$ cat src/rtl/lifo_pkg.sv
// Shared constants for the LIFO stack: default geometry and operation encoding.
package lifo_pkg;

    localparam int LIFO_WIDTH = 8;
    localparam int LIFO_DEPTH = 16;

    // Value of read_write_bar selecting each operation.
    localparam logic OP_PUSH = 1'b0;
    localparam logic OP_POP  = 1'b1;

endpackage : lifo_pkg

$ cat src/rtl/lifo_mem.sv
// DEPTH x WIDTH register array: synchronous write port, asynchronous read port.
module lifo_mem #(
    parameter int WIDTH = 8,
    parameter int DEPTH = 16,
    localparam int AW   = $clog2(DEPTH)
) (
    input  logic             clk,
    input  logic             we,
    input  logic [AW-1:0]    wr_addr,
    input  logic [WIDTH-1:0] wr_data,
    input  logic [AW-1:0]    rd_addr,
    output logic [WIDTH-1:0] rd_data
);

    logic [WIDTH-1:0] mem_q [DEPTH];

    // Store the pushed word at the current write slot.
    // NOTE: the array has no reset; an empty count already makes stale entries unreachable.
    always_ff @(posedge clk) begin
        if (we) begin
            mem_q[wr_addr] <= wr_data;
        end
    end

    assign rd_data = mem_q[rd_addr];

endmodule : lifo_mem

$ cat src/rtl/lifo_stack.sv
// LIFO stack: one push or pop per clock, with full/empty flags and a
// one-operation error flag for push-when-full or pop-when-empty.
module lifo_stack
    import lifo_pkg::*;
#(
    parameter int WIDTH = LIFO_WIDTH,
    parameter int DEPTH = LIFO_DEPTH
) (
    input  logic             clk,
    input  logic             rst,
    input  logic             read_write_bar,
    output logic [WIDTH-1:0] read_data,
    input  logic [WIDTH-1:0] write_data,
    output logic             full,
    output logic             empty,
    output logic             error
);

    localparam int AW = $clog2(DEPTH);
    localparam int CW = AW + 1;
    localparam logic [CW-1:0] FULL_COUNT = CW'(DEPTH);

    logic [CW-1:0]    count_q, count_d;
    logic [WIDTH-1:0] read_data_q, read_data_d;
    logic             error_q, error_d;

    logic             mem_we;
    logic [AW-1:0]    wr_addr;
    logic [AW-1:0]    rd_addr;
    logic [WIDTH-1:0] rd_data;

    // Next free slot is count; top of stack is count-1 (unused while empty).
    assign wr_addr = count_q[AW-1:0];
    assign rd_addr = AW'(count_q - 1'b1);

    assign full  = (count_q == FULL_COUNT);
    assign empty = (count_q == '0);

    lifo_mem #(
        .WIDTH (WIDTH),
        .DEPTH (DEPTH)
    ) u_mem (
        .clk     (clk),
        .we      (mem_we),
        .wr_addr (wr_addr),
        .wr_data (write_data),
        .rd_addr (rd_addr),
        .rd_data (rd_data)
    );

    // Decide this cycle's operation: legal push/pop moves count, illegal one flags error.
    always_comb begin
        // NOTE: defaults first so every path assigns every output and no latch is inferred.
        count_d     = count_q;
        read_data_d = read_data_q;
        error_d     = 1'b0;
        mem_we      = 1'b0;
        if (read_write_bar == OP_PUSH) begin
            if (full) begin
                error_d = 1'b1;
            end else begin
                mem_we  = 1'b1;
                count_d = count_q + 1'b1;
            end
        end else begin
            if (empty) begin
                error_d = 1'b1;
            end else begin
                read_data_d = rd_data;
                count_d     = count_q - 1'b1;
            end
        end
    end

    // State registers; reset empties the stack and clears the output word and error.
    always_ff @(posedge clk or negedge rst) begin
        // NOTE: non-blocking assignments so all registers update together at the edge.
        if (!rst) begin
            count_q     <= '0;
            read_data_q <= '0;
            error_q     <= 1'b0;
        end else begin
            count_q     <= count_d;
            read_data_q <= read_data_d;
            error_q     <= error_d;
        end
    end

    assign read_data = read_data_q;
    assign error     = error_q;

endmodule : lifo_stack

$ cat config.mk
export PLATFORM = sky130hd
export DESIGN_NAME = lifo_stack
export DESIGN_NICKNAME = d
export VERILOG_FILES = /design/src/rtl/lifo_pkg.sv /design/src/rtl/lifo_mem.sv /design/src/rtl/lifo_stack.sv
export SDC_FILE = /design/constraint.sdc
export NUM_CORES = 1
export LEC_CHECK = 0
export CAP_MARGIN = 10
export CORE_ASPECT_RATIO = 0.5
export CORE_MARGIN = 2
export CORE_UTILIZATION = 50
export DETAILED_ROUTE_END_ITERATION = 7
export GPL_TIMING_DRIVEN = 0
export PLACE_DENSITY = 0.78
export SKIP_CTS_REPAIR_TIMING = 1
export SLEW_MARGIN = 20
export SYNTH_ARGS = -nofsm -noshare
export SYNTH_HDL_FRONTEND = slang
export SYNTH_HIERARCHICAL = 1
export SYNTH_SLANG_ARGS = --single-unit
export TNS_END_PERCENT = 20
$ cat constraint.sdc
create_clock -name clk -period 2.76 [get_ports clk]
set_input_delay 0.414 -clock clk [delete_from_list [all_inputs] [get_ports clk]]
set_output_delay 0.414 -clock clk [all_outputs]
set_load 0.01 [all_outputs]
# After elaboration in Yosys (flattened, before gate mapping)
# Memories as Yosys holds them, arrays and structs flattened. A register that Yosys moved wholly into a read port is not among the register bits.
# Cells that the tools add are included.
# W data, S select, Z words.
[totals]
ff_bits = 6
mem_count = 1
latchBits = 0
mem_bits_rw = 128
mem_bits_ro = 0
[classes]
muxes = 10
n_eq_ne = 3
bitwise = 1
add_sub_neg = 2
n_reduce_logical = 4
n_shift = 0
n_mul = 0
magnitude_cmp = 0
div_mod_pow = 0
[mem_list]
columns = ["name", "words", "word_bits", "rd", "rd_clocked_by_memory_dff", "wr", "line_no", "rtl"]
rows = [
  ["u_mem.mem_q", 16, 8, 1, 1, 1, "lifo_mem.sv:15", "logic [WIDTH-1:0] mem_q [DEPTH];"],
]
[ops]
columns = ["operator", "n"]
rows = [
  ["$mux W5", 3],
  ["$mux W1", 7],
  ["$add A5 B1 Y5 const B", 1],
  ["$eq A5 B5 Y1 const B", 1],
  ["$logic_not A5 Y1", 1],
  ["$sub A5 B1 Y5 const B", 1],
  ["$ne A2 B2 Y1 const B", 2],
  ["$reduce_and A2 Y1", 2],
  ["$logic_not A1 Y1", 1],
  ["$not A1 Y1", 1],
]

# Logic depth before layout (Yosys ltp)
# Gate-level depths: netlist of run 1.
[logic_depth]
word_depth = 5
mapped_depth = 8

# Hierarchy
# Netlist of run 1, hierarchy kept.
[by_module_without_submodules]
columns = ["module", "cells_each", "instances", "area_per_inst_um2"]
rows = [
  ["lifo_mem", 221, 1, 4987.3],
  ["lifo_stack", 58, 1, 700.7],
]

# Least setup slack after synthesis of run 1
# OpenSTA, ideal clock, no wires.
[synth_path]
path_type = "register -> register"
startpoint = "register count_q[0]"
endpoint = "memory u_mem.mem_q[0][0], enable pin"
arrival_time_ns = 2.481
setup_slack_ns = -0.104
path_buffers = 0
period_less_slack_ns = 2.864
stages_incl_launch_ff = 8
setup_ns = 0.383
path_cell_list = "dfrtp_1 inv_1 ha_1 or3b_4 nor2_1 nor2_1 or3b_2 nor3_1"
[synth_between]
elab_chain_cells = 5
[synth_rtl]
columns = ["element", "line_no", "rtl"]
rows = [
  ["start, declared", "lifo_stack.sv:23", "logic [CW-1:0] count_q, count_d;"],
  ["start signal, assigned", "lifo_stack.sv:83", "count_q <= count_d;"],
  ["$eq A5 B5 Y1", "lifo_stack.sv:36", "assign full = (count_q == FULL_COUNT);"],
  ["via full", "lifo_stack.sv:14", "output logic full,"],
  ["$mux W1", "lifo_stack.sv:59", "if (full) begin"],
  ["$mux W1", "lifo_stack.sv:58", "if (read_write_bar == OP_PUSH) begin"],
  ["via mem_we", "lifo_stack.sv:27", "logic mem_we;"],
  ["$mux W1", "lifo_mem.sv:20", "if (we) begin"],
  ["$mux W1 (not written as such)", "lifo_mem.sv:21", "mem_q[wr_addr] <= wr_data;"],
  ["end, declared", "lifo_mem.sv:15", ""],
]
# The timed path passes the listed nets, and every way through them passes these cells.

# Worst setup path in the final report of run 1
[layout_path]
startpoint = "register count_q[1]"
endpoint = "register read_data_q[0] (netlist: read_data[0]), read port of u_mem.mem_q"
[layout_between]
elab_cells_between_ends = 4
cone_classes = "1 x add/sub; 1 x bitwise; 2 x reduce/logical"
[layout_rtl]
columns = ["element", "line_no", "rtl"]
rows = [
  ["$sub A5 B1 Y5", "-", ""],
  ["via rd_addr[3]", "lifo_stack.sv:29", "logic [AW-1:0] rd_addr;"],
  ["end, declared", "lifo_stack.sv:24", "logic [WIDTH-1:0] read_data_q, read_data_d;"],
]
# The timed path passes the listed nets, and every way through them passes these cells.
# A chain may end at the register's enable or synchronous reset.

==> results.toml, run 1 <==
[status]
status = "completed"

[worst_setup_path]
cp_slowest_cell = "dfrtp_4"
path_cells = "buf_4 > nor3_1 > xor2_1 > and2b_1 > clkdlybuf4s25_2 > a22oi_1 > nand2_1 > mux2_2"
critPathLaunch = "count_q[1]$_DFFE_PN0P_"
worst-endpoint-arrival_ns = 2.94
required_ns = 3.06
slowest_delay_ns = 0.49
reg2reg_depth = 8
cp-endpoint = "read_data[0]$_DFFE_PN0P_"
r2r_slack_ns = 0.13
worstSetupEndpointType = "register"
critical_path_class = "register to register"
regToRegStartpoint = "count_q[1]$_DFFE_PN0P_"
r2r-end = "read_data[0]$_DFFE_PN0P_"
cp_max_fo = 9
cp-start-kind = "register"

[routing]
first_pass_iters = 5
wl_met2_um = 5799
ant_nets = 0
routed.top_layer = "met4"
dr_wl_met3_um = 1219
wl_um = 11980
avgViaCountPerCell = 6.265
wire_per_inst_um = 24.95
vias = 3007
drt_iter0_drc = 348
drcViolationCount = 0
wl_met1_um = 4748

[die]
die_x_um = 154.8
core.rowCount = 27
ioPinCount = 22
start_util_pct = 51.49
coreArea_mm2 = 0.01105
dieArea_mm2 = 0.01230
die_h_um = 79.42

[global_routing]
grt_antenna_before_repair = 0
grt_overflow = 0
grt_max_degree = 17
grt_pass1_wl_um = 18340
grt_pass1_vias = 3051
grtUsageTotal_pct = 21.32

[placed_design]
io_buffers = 20
place_ws_ns = -0.4810
hpwl_um = 7396
gp_congestion = 0.8020

[sta]
slew_headroom_pct = 50.50
clock_skew_ns = 0.009436
rsz0062_at_grt = "false"
fin_ws_ns = 0.1254
worstMarginPinSlew_ns = 0.7398
post-route-min-period_ns = 2.635
hold_viol = 0
slew_viol_final = 0
period_share_pct = 95.46
finalSetupTns_ns = 0
timing.fmax_mhz = 379.6
setup_viol = 0

[final_layout]
seq_area_mm2 = 0.004202
drive_gt1_share_pct = 28.66
fillers = 705
antenna_cells = 0
syn_to_final_growth_pct = 20.06
multi_input_area_mm2 = 0.001465
fin_nets = 335

[synth]
synth.distinct_cells = 34
avgSynthCellArea_um2 = 20.39
syn_inst = 279
netlist_area_mm2 = 0.005688
synth-seq-cells = 142
yosysSeqAreaShare_pct = 73.74
synth-warning-count = 6
mappedNetlistNets = 292

[clocking]
clk_pin_slew_ns = 0.06
cts_buffer_depth = 2
cts_buffers = 17
clk_latency_ns = 0.42
cts_max_level = 4
clock-sinks = 142
cts_tree = "yes"
cts-root-buf = "clkbuf_16"

[pwr]
p_leak_nw = 2.333
power.density_mw_per_mm2 = 1188
irDropWorstVdd_mv = 0.6622
power_mw = 8.113

[min_path]
hp-class = "primary input to async pin"

[flow_run]
cap_violations = 0
==> cell families after synthesis <==
logic type      after synthesis  share of synthesized area, %
compound gates               19                         2.574
mux                          43                         15.71
xor+xnor                      6                        0.9241
fa+ha+maj                     2                        0.4399
flops                       142                         73.74
simple gates                 50                         4.488
buf+inv                      17                         2.134
==> report_power, final <==
part | leakage [nW] | internal [mW] | switching (mW) | total [mW]
Clock | 0.294 | 1.43 | 0.904 | 2.34
Sequential | 1.33 | 2.66 | 0.122 | 2.78
Combinational | 0.714 | 1.31 | 1.68 | 3.00
==> metal layers <==
metal / GRT usage [%] / vias to the layer above
met5: 0 / -
met4: 8.241 / 0
met3: 8.415 / 20
met2: 32.72 / 167
met1: 27.86 / 1580
li1: - / 1240
==> cell usage in the layout (no fill, tap or decap), types with 2 or more instances in the layout <==
cell,instances
clkinvlp_4,2
dfrtp_1,12
xor2_1,3
edfxtp_1,128
clkdlybuf4s25_2,3
nor3_1,2
clkinv_4,4
inv_1,4
nand2_1,10
nor2_2,10
xnor2_1,3
a22oi_1,16
nor3_4,4
mux4_1,14
clkbuf_16,17
mux2_2,8
mux4_2,18
buf_4,4
buf_2,4
dfrtp_4,2
buf_6,4
bufinv_16,3
mux2i_1,3
nor2_1,6
clkdlybuf4s50_1,18
nor2_4,3
nand2b_1,2
nand3b_1,4
inv_6,3
dlymetal6s2s_1,2
==> per-stage QoR <==
step                      instances  hold slack [ns]  instance area, um^2  util, %
after floorplan                 279           0.1184                 5693        -
after global placement          444           0.4869                 6075    54.99
after detailed placement        444           0.4929                 6090    55.13
after CTS                       476           0.4002                 6701    60.66
after global routing            480           0.4296                 6829    61.82
final                           480           0.3851                 6829    61.82
==> final cells by class <==
cell class	instances	area share, %
Buffer	13	1.557
Clock buffer	17	6.229
Clock inverter	15	2.730
Inverter	4	0.2199
Multi-Input combinational cell	120	21.45
Sequential cell	142	61.52
Tap cell	145	2.657
Timing Repair Buffer	24	3.628
==> critical path, delay by kind of cell, from the launching register on <==
family / cells / cell delay, ns
compound gates: 1 / 0.27
simple gates: 3 / 0.60
buf+inv: 2 / 0.58
flops: 1 / 0.49
mux: 1 / 0.28
xor+xnor: 1 / 0.30
==> flip-flops by register name, summed over array words and instances (netlist names) <==
name and count:
error 1, read_data 8, count_q 5, u_mem/mem_q 128
==> worst min path at each step <==
stage	from	endpoint	slack, ns	depth (start not counted)
finish	rst	read_data[4]$_DFFE_PN0P_	0.39	1
detailed placement	read_data[6]$_DFFE_PN0P_	read_data[6]$_DFFE_PN0P_	0.49	1
floorplan	rst	count_q[0]$_DFFE_PN0P_	0.12	0
global placement	read_data[6]$_DFFE_PN0P_	read_data[6]$_DFFE_PN0P_	0.49	1
CTS	rst	read_data[6]$_DFFE_PN0P_	0.40	1
global route	rst	read_data[1]$_DFFE_PN0P_	0.43	1
==> synthesized netlist by cell type, drive strengths merged <==
library cell,count,area share (%)
mux2,8,1.6
edfxtp,128,68
o21ai,2,0.37
ha,2,0.44
and4b,1,0.18
clkbuf,1,0.066
a21oi,1,0.088
and2b,1,0.13
nor3b,1,0.13
dfrtp,14,6.2
xnor2,3,0.46
nand3,1,0.088
nor4b,1,0.15
buf,9,1.3
mux4,32,14
nand2,10,0.66
clkdlybuf4s25,3,0.53
mux2i,3,0.53
nor3,6,0.53
and2,1,0.11
nand3b,4,0.53
a22oi,16,2.1
xor2,3,0.46
or3b,2,0.35
nor2,19,1.3
nand2b,2,0.22
inv,4,0.26
nor2b,1,0.11
Power figures use the tool's default switching activity.
==> run 2, diff against run 1 <==
- CORE_UTILIZATION: 50 -> 54
- PLACE_DENSITY: 0.78 -> 0.83
- RECOVER_POWER: not set -> 50
==> results.toml, run 2 (synthesis gave the netlist of run 1 again) <==
[sta]
clock_skew_ns = 0.009782
post-route-min-period_ns = 2.840
worstMarginPinSlew_ns = 0.7017
slew_viol_final = 0
slew_headroom_pct = 53.05
setup_viol = 7
timing.fmax_mhz = 352.1
finalHoldWorstSlack_ns = 0.4548
finalSetupTns_ns = -0.2635
period_share_pct = 102.9
fin_ws_ns = -0.07972
hold_viol = 0

[global_routing]
grt_antenna_before_repair = 0
grt_pass1_wl_um = 17280
grt_pass1_vias = 2962
grt_max_degree = 17
grtUsageTotal_pct = 21.35
grt_overflow = 0

[final_layout]
largest_reg_flops = 128
antenna_cells = 0
final_common_cell = "edfxtp_1"
drive_gt1_share_pct = 27.76
stdcell_count = 475
syn_to_final_growth_pct = 18.94
layout_common_cells = "edfxtp_1 (128), mux4_2 (18), clkbuf_16 (17), a22oi_1 (15), mux4_1 (14)"
largest-register = "u_mem/mem_q"
final_util_pct = 66.23
final_area_mm2 = 0.006765
fin_nets = 335

[die]
coreArea_mm2 = 0.01021
core.rowCount = 26
start_util_pct = 55.68
die_x_um = 149.1
die_h_um = 76.57
dieArea_mm2 = 0.01142
ioPinCount = 22

[clocking]
clk_latency_ns = 0.41
cts_buffers = 17
cts-root-buf = "clkbuf_16"
cts_tree = "yes"
clk_pin_slew_ns = 0.06
cts_max_level = 4
cts_buffer_depth = 2
clock-sinks = 142

[routing]
wl_um = 12350
wire_per_inst_um = 26.00
drcViolationCount = 0
wl_met2_um = 6058
vias = 3046
dr_wl_met3_um = 1341
drt_iter0_drc = 359
first_pass_iters = 5
wl_met1_um = 4678
ant_nets = 0
routed.top_layer = "met4"
avgViaCountPerCell = 6.413

[pwr]
p_leak_nw = 2.318
power_mw = 7.985
power.density_mw_per_mm2 = 1180
irDropWorstVdd_mv = 0.6064

[worst_setup_path]
worst-endpoint-arrival_ns = 3.14
worstSetupEndpointType = "register"
critical_path_class = "register to register"
critPathLaunch = "count_q[1]$_DFFE_PN0P_"
path_cells = "buf_4 > nor3_2 > xor2_1 > and2b_1 > clkdlybuf4s25_2 > a22oi_1 > nand2_1 > mux2_2"
slowest_delay_ns = 0.48
cp_max_fo = 10
required_ns = 3.06
reg2reg_depth = 8
regToRegStartpoint = "count_q[1]$_DFFE_PN0P_"
cp-start-kind = "register"
cp_slowest_cell = "dfrtp_4"

[placed_design]
io_buffers = 20
place_ws_ns = -0.5846
dp_cells = 439
gp_congestion = 0.8314
hpwl_um = 7170
place_area_mm2 = 0.006073

[flow_run]
cap_violations = 0

[status]
status = "complete, but fails checks"
violations = "setup timing"

[min_path]
hp-class = "primary input to async pin"
==> run 2: where the power goes <==
group	total, mW	leakage (nW)	switching [mW]	internal [mW]
Clock	2.13	0.270	0.813	1.32
Sequential	2.80	1.33	0.143	2.66
Combinational	3.06	0.723	1.74	1.32
==> run 2: path summary, 6_finish.rpt <==
check                                                 to  slack [ns]
worst max-delay path            read_data[7]$_DFFE_PN0P_       -0.08
worst min-delay path            read_data[2]$_DFFE_PN0P_        0.45
worst min register to register  read_data[2]$_DFFE_PN0P_        0.50
max in group asynchronous         count_q[0]$_DFFE_PN0P_        1.84
min in group clk                  count_q[4]$_DFFE_PN0P_        0.47
worst max register to register  read_data[7]$_DFFE_PN0P_       -0.08
==> run 2: area by class of cell <==
cell class,instances,area [um^2]
Sequential cell,142,4202
Fill cell,599,3450
Multi-Input combinational cell,120,1478
Clock buffer,23,447.9
Timing Repair Buffer,24,247.7
Tap cell,140,175.2
Buffer,13,106.4
Clock inverter,9,93.84
Inverter,4,15.01
==> run 2: worst max-delay path: cells and delay by family, from the launching register on <==
kind            cells  cell delay [ns]
xor+xnor            1             0.35
buf+inv             2             0.57
mux                 1             0.28
compound gates      1             0.36
simple gates        3             0.67
flops               1             0.48
==> run 2: layer usage <==
metal  vias up  track usage (%)
met5         -                0
met4         0            4.857
met3        38            6.527
met2       223            34.06
met1      1552            29.44
li1       1233                -
